File: src/rtl/game_pkg.sv
// Shared state codes, BCD constants and a constant-time integer-to-BCD helper.
package game_pkg;

  localparam logic [1:0] ST_IDLE   = 2'd0;
  localparam logic [1:0] ST_PRE    = 2'd1;
  localparam logic [1:0] ST_PLAY   = 2'd2;
  localparam logic [1:0] ST_FINISH = 2'd3;

  localparam int         BCD_W   = 4;
  localparam logic [3:0] BCD_MAX = 4'd9;

  // Up to four BCD digits, digit 0 in the low nibble.
  function automatic logic [15:0] to_bcd(input int value);
    logic [15:0] r;
    int          v;
    r = '0;
    v = value;
    for (int d = 0; d < 4; d++) begin
      r[d*BCD_W +: BCD_W] = 4'(v % 10);
      v = v / 10;
    end
    return r;
  endfunction

endpackage

File: src/rtl/bcd_updown_cnt.sv
// Multi-digit BCD counter: load, saturating increment, decrement stopping at 0; 1-cycle update.
// No backpressure: load > inc > dec, applied every cycle they are asserted.
module bcd_updown_cnt
  import game_pkg::*;
#(
  parameter int                        DIGITS  = 2,
  parameter logic [BCD_W*DIGITS-1:0]   RST_VAL = '0
) (
  input  logic                      clk,
  input  logic                      rst,
  input  logic                      load,
  input  logic [BCD_W*DIGITS-1:0]   load_val,
  input  logic                      inc,
  input  logic                      dec,
  output logic [BCD_W*DIGITS-1:0]   cnt,
  output logic [BCD_W*DIGITS-1:0]   nxt,
  output logic                      zero,
  output logic                      one
);

  localparam int W = BCD_W * DIGITS;

  logic all_nine;
  logic c;

  assign all_nine = (cnt == {DIGITS{BCD_MAX}});
  assign zero     = (cnt == '0);
  assign one      = (cnt == W'(1));

  // c is the ripple carry (inc) or borrow (dec) between digits.
  always_comb begin
    nxt = cnt;
    c   = 1'b1;
    if (load) begin
      nxt = load_val;
    end else if (inc && !all_nine) begin
      for (int d = 0; d < DIGITS; d++) begin
        if (c) begin
          if (cnt[d*BCD_W +: BCD_W] == BCD_MAX) begin
            nxt[d*BCD_W +: BCD_W] = '0;
          end else begin
            nxt[d*BCD_W +: BCD_W] = cnt[d*BCD_W +: BCD_W] + 4'd1;
            c = 1'b0;
          end
        end
      end
    end else if (dec && !zero) begin
      for (int d = 0; d < DIGITS; d++) begin
        if (c) begin
          if (cnt[d*BCD_W +: BCD_W] == 4'd0) begin
            nxt[d*BCD_W +: BCD_W] = BCD_MAX;
          end else begin
            nxt[d*BCD_W +: BCD_W] = cnt[d*BCD_W +: BCD_W] - 4'd1;
            c = 1'b0;
          end
        end
      end
    end
  end

  always_ff @(posedge clk) begin
    if (rst) cnt <= RST_VAL;
    else     cnt <= nxt;
  end

endmodule

File: src/rtl/match_ctrl.sv
// Match controller: pre-play countdown, play clock, NCH BCD scores; all outputs registered (1 cycle).
// No backpressure: strobes act on arrival, rst > start > tick/goal. Best-score tracking via MATCH_HISCORE_EN.
module match_ctrl
  import game_pkg::*;
#(
  parameter int NCH       = 2,
  parameter int SD        = 2,
  parameter int TD        = 2,
  parameter int PRE_SECS  = 3,
  parameter int PLAY_SECS = 30
) (
  input  logic                  clk,
  input  logic                  rst,
  input  logic                  tick,
  input  logic                  start,
  input  logic [NCH-1:0]        goal,
  output logic [1:0]            state,
  output logic [4*TD-1:0]       time_bcd,
  output logic [4*SD*NCH-1:0]   score_bcd,
  output logic                  finish_p
`ifdef MATCH_HISCORE_EN
  ,
  output logic [4*SD-1:0]       hi_bcd
`endif
);

  localparam logic [15:0]     PRE_B16  = to_bcd(PRE_SECS);
  localparam logic [15:0]     PLAY_B16 = to_bcd(PLAY_SECS);
  localparam logic [4*TD-1:0] PRE_BCD  = PRE_B16[4*TD-1:0];
  localparam logic [4*TD-1:0] PLAY_BCD = PLAY_B16[4*TD-1:0];

  logic            in_pre;
  logic            in_play;
  logic            time_one;
  logic            t_load;
  logic            t_dec;
  logic [4*TD-1:0] t_val;
  logic            fin_entry;

  assign in_pre    = (state == ST_PRE);
  assign in_play   = (state == ST_PLAY);
  assign fin_entry = !start && in_play && tick && time_one;

  // The last PRE tick reloads the play length instead of counting down to 0.
  assign t_load = start || (in_pre && tick && time_one);
  assign t_val  = start ? PRE_BCD : PLAY_BCD;
  assign t_dec  = !start && tick && ((in_pre && !time_one) || in_play);

  bcd_updown_cnt #(
    .DIGITS  (TD),
    .RST_VAL (PLAY_BCD)
  ) u_time (
    .clk      (clk),
    .rst      (rst),
    .load     (t_load),
    .load_val (t_val),
    .inc      (1'b0),
    .dec      (t_dec),
    .cnt      (time_bcd),
    .nxt      (),
    .zero     (),
    .one      (time_one)
  );

`ifdef MATCH_HISCORE_EN
  logic [4*SD-1:0] score_nxt [NCH];
`endif

  for (genvar i = 0; i < NCH; i++) begin : g_score
    bcd_updown_cnt #(
      .DIGITS  (SD),
      .RST_VAL ('0)
    ) u_score (
      .clk      (clk),
      .rst      (rst),
      .load     (start),
      .load_val ('0),
      .inc      (goal[i] && in_play && !start),
      .dec      (1'b0),
      .cnt      (score_bcd[4*SD*i +: 4*SD]),
`ifdef MATCH_HISCORE_EN
      .nxt      (score_nxt[i]),
`else
      .nxt      (),
`endif
      .zero     (),
      .one      ()
    );
  end

  always_ff @(posedge clk) begin
    if (rst) begin
      state    <= ST_IDLE;
      finish_p <= 1'b0;
    end else begin
      finish_p <= 1'b0;
      if (start) begin
        state <= ST_PRE;
      end else if (tick && time_one) begin
        if (in_pre) begin
          state <= ST_PLAY;
        end else if (in_play) begin
          state    <= ST_FINISH;
          finish_p <= 1'b1;
        end
      end
    end
  end

`ifdef MATCH_HISCORE_EN
  // Compare against next-cycle scores so a goal on the final tick is included.
  logic [4*SD-1:0] best;

  always_comb begin
    best = hi_bcd;
    for (int i = 0; i < NCH; i++) begin
      if (score_nxt[i] > best) best = score_nxt[i];
    end
  end

  always_ff @(posedge clk) begin
    if (rst)            hi_bcd <= '0;
    else if (fin_entry) hi_bcd <= best;
  end
`endif

endmodule

File: config.mk
export PLATFORM = sky130hd
export DESIGN_NAME = match_ctrl
export DESIGN_NICKNAME = d
export VERILOG_FILES = /design/src/rtl/game_pkg.sv /design/src/rtl/bcd_updown_cnt.sv /design/src/rtl/match_ctrl.sv
export SDC_FILE = /design/constraint.sdc
export NUM_CORES = 1
export LEC_CHECK = 0
export BUFFER_PORTS_ARGS = -buffer_cell sky130_fd_sc_hd__buf_2
export CAP_MARGIN = 0
export CORE_AREA = 2 2 54 56
export CTS_BUF_LIST = sky130_fd_sc_hd__clkbuf_2 sky130_fd_sc_hd__clkbuf_4 sky130_fd_sc_hd__clkbuf_8
export DETAILED_ROUTE_END_ITERATION = 16
export DIE_AREA = 0 0 56 58
export GPL_TIMING_DRIVEN = 0
export HOLD_SLACK_MARGIN = 0.1
export PLACE_DENSITY_LB_ADDON = 0.12
export SETUP_SLACK_MARGIN = 0.15
export SKIP_LAST_GASP = 1
export SLEW_MARGIN = 20
export SYNTH_ARGS = -nofsm -noshare
export SYNTH_HDL_FRONTEND = slang
export SYNTH_SLANG_ARGS = --single-unit
export TNS_END_PERCENT = 100
File: constraint.sdc
create_clock -name clk -period 2.51 [get_ports clk]
set_input_delay 0.502 -clock clk [delete_from_list [all_inputs] [get_ports clk]]
set_output_delay 0.502 -clock clk [all_outputs]
set_load 0.02 [all_outputs]
==> metrics.txt <==
Routed Antenna Nets 0; XOR/XNOR Fraction of Synth Area 3.17%; largest net degree at the start of global routing 15; Primary FF master, synth dfxtp_1; fmax around 500 MHz; CTS tree yes; worst-margin pin slew between 0.7 and 0.8 ns; grt ovf 0; GRT Total Usage a little under a fifth; flops & latches, synth 27; Unique masters post-synth 49; initial drt markers 35; power per cell area about 440 nW/um2; GP Congestion about 0.90; leakage power around 0.00064 uW; CP arrival 2.20 ns; HPWL after DPL ~2.3 mm; Crit. End Element flip-flop; layout cell share with drive strength beyond 1 about 23%; cell area after synthesis 1380 um2; die width 56 um; Final Power 715 uW; htree depth 1; Simple-Gate Fraction of Synth Area between 30 and 40%; crit path time final 2.00 ns; combinational family with the most area after synthesis simple AND/OR/NAND/NOR gates; # clock sinks 27; RSZ-0062 raised after global routing no; Post-Synth Adder-Cell Area between 1.5 and 2%; number of global-route vias before repair around 1,200; outcome finished, final reports clean; maximum fanout along the worst path 8; Bufs on Longest Clock Path 2; wire per inst 13.0 um; period utilisation layout roughly four fifths; DRC viols 0; port bufs 32; clk root buf clkbuf_4; Startpoint Class flip-flop; Nets 209; Detailed Route WL between 3 and 4 mm; CTS clk-pin slew, worst paths ~0.14 ns; drt first pass iters 4; final instance area about 1600 um2; mux share of post-synthesis cell area ~2.2%; Setup WS post-layout ~0.5 ns; Post-CTS Setup Inserts 0; Syn Nets approximately 170; Sum Neg Setup Slack 0 ns; Ys Warns 0; initial antenna violation count 0; Initial Utilization approximately half; DP Area around 1600 um2; pre-CTS setup slack ~0.48 ns; vias between 1,000 and 1,500; Cells after DPL between 200 and 250; final hold vios 0; Final Slew Violations 0; global-route wire length before repair roughly 5.0 mm; WS Path Type reg -> reg; drt via density ~5.5; worst min-delay path class in -> reg; row cnt 19; Core Area roughly 2700 um2; Synth area leaders dfxtp_1, nor2_1, a21oi_1; syn avg cell area approximately 8.4 um2; Synth top area share 39.2%; area leader, netlist dfxtp_1; die footprint ~3200 um2; # IOs 33; worst relative slew slack between 50 and 60%; CTS resizes 0; sequential share of the synthesized area between 30% and 40%; final setup vio count 0; Post-synth EDFFs 0; Final Non-Filler Cells around 230; Layout area overhead 16.6%; height of the die roughly 58 um; WP data required about 2.7 ns; FFs w/ async S/R, synth 0%; Compound-Gate Fraction of Synth Area 18.4%; MaxCap Viol Count 0; TritonCTS Buffers 3; clk_lat worst skew slightly above 0.3 ns; maximum vdd drop 295 uV; cells after synthesis between 150 and 200; antenna fix cells 0; Clock Skews roughly 0.0042 ns; CTS Hold Bufs 0
==> metrics by stage <==
| step | utilization (%) | hold slack (ns) |
|---|---|---|
| after floorplan | - | 0.556 |
| after global placement | 59.3 | 0.482 |
| after detailed placement | 59.3 | 0.489 |
| after CTS | 60.4 | 0.409 |
| after global routing | 60.4 | 0.427 |
| final | 60.4 | 0.427 |
==> metal layers <==
metal | global-route usage [%] | wire [um] | vias up
met5 | 0 | 0 | -
met4 | 7.48 | 14 | 0
met3 | 2.68 | 103 | 2
met2 | 33.8 | 1430 | 26
met1 | 22.9 | 1460 | 578
li1 | - | - | 676
==> Yosys cell counts (3+ instances only) <==
| cell | count |
|---|---|
| dfxtp_1 | 27 |
| mux2i_1 | 3 |
| nor2_1 | 24 |
| inv_1 | 6 |
| nand2b_1 | 3 |
| nor2b_1 | 3 |
| a21oi_1 | 14 |
| xnor2_1 | 3 |
| a31oi_1 | 3 |
| o21ai_0 | 3 |
| nand2_1 | 7 |
| clkbuf_1 | 5 |
| nand3_1 | 8 |
| nand4b_1 | 3 |
| nor3_1 | 6 |
==> critical path, cell delays in order (launching register included) <==
cell and delay (ns):
dfxtp_1 0.36, inv_1 0.06, ha_1 0.31, nor2_1 0.17
or4_1 0.59, o311ai_1 0.31, nand3_1 0.10
==> report_power, final <==
part / switching [uW] / leakage, uW / internal [uW]
combinational: 50.0 / 0.000399 / 27.4
sequential: 9.07 / 0.000219 / 436
clock: 120 / 0.0000184 / 72.8
total: 179 / 0.000637 / 536
==> final timing paths <==
path	from	end	slack, ns	depth (start not counted)
max reg2reg	state[0]$_SDFFE_PP0P_	u_time.cnt[5]$_SDFFE_PP1P_	0.51	6
max	state[0]$_SDFFE_PP0P_	u_time.cnt[5]$_SDFFE_PP1P_	0.51	6
min reg2reg	u_time.cnt[7]$_SDFFE_PP0P_	u_time.cnt[7]$_SDFFE_PP0P_	0.52	1
min	rst	u_time.cnt[1]$_SDFFE_PP0P_	0.43	2
==> area by class of cell <==
type	count	area (um2)
Inverter	7	26.3
Fill cell	264	1050
Timing Repair Buffer	32	160
Sequential cell	27	541
Clock buffer	4	30.0
Buffer	5	18.8
Multi-Input combinational cell	125	795
Tap cell	31	38.8
==> state kept, by name (all words and copies together), names as in the netlist <==
register             count
finish_p                 1
state                    2
g_score.u_score.cnt     16
u_time.cnt               8
==> kinds of logic after synthesis <==
kind of cell             Yosys count
flip-flops                        27
AND/OR/NAND/NOR                   76
adder cells (fa/ha/maj)            2
multiplexers                       3
AO/OA/AOI/OAI                     39
XOR/XNOR                           5
buffers and inverters             12
==> cells in the final DEF, fill, tap and decap left out, drive strengths merged, types with 5 or more instances in the layout <==
master,synthesis,routed
o21ai,5,5
nor2,24,24
nand3,8,8
buf,0,32
dfxtp,27,27
a21oi,14,14
inv,7,7
nor3,7,7
clkbuf,5,9
nand2,7,7
(Power assumes the default switching activity.)
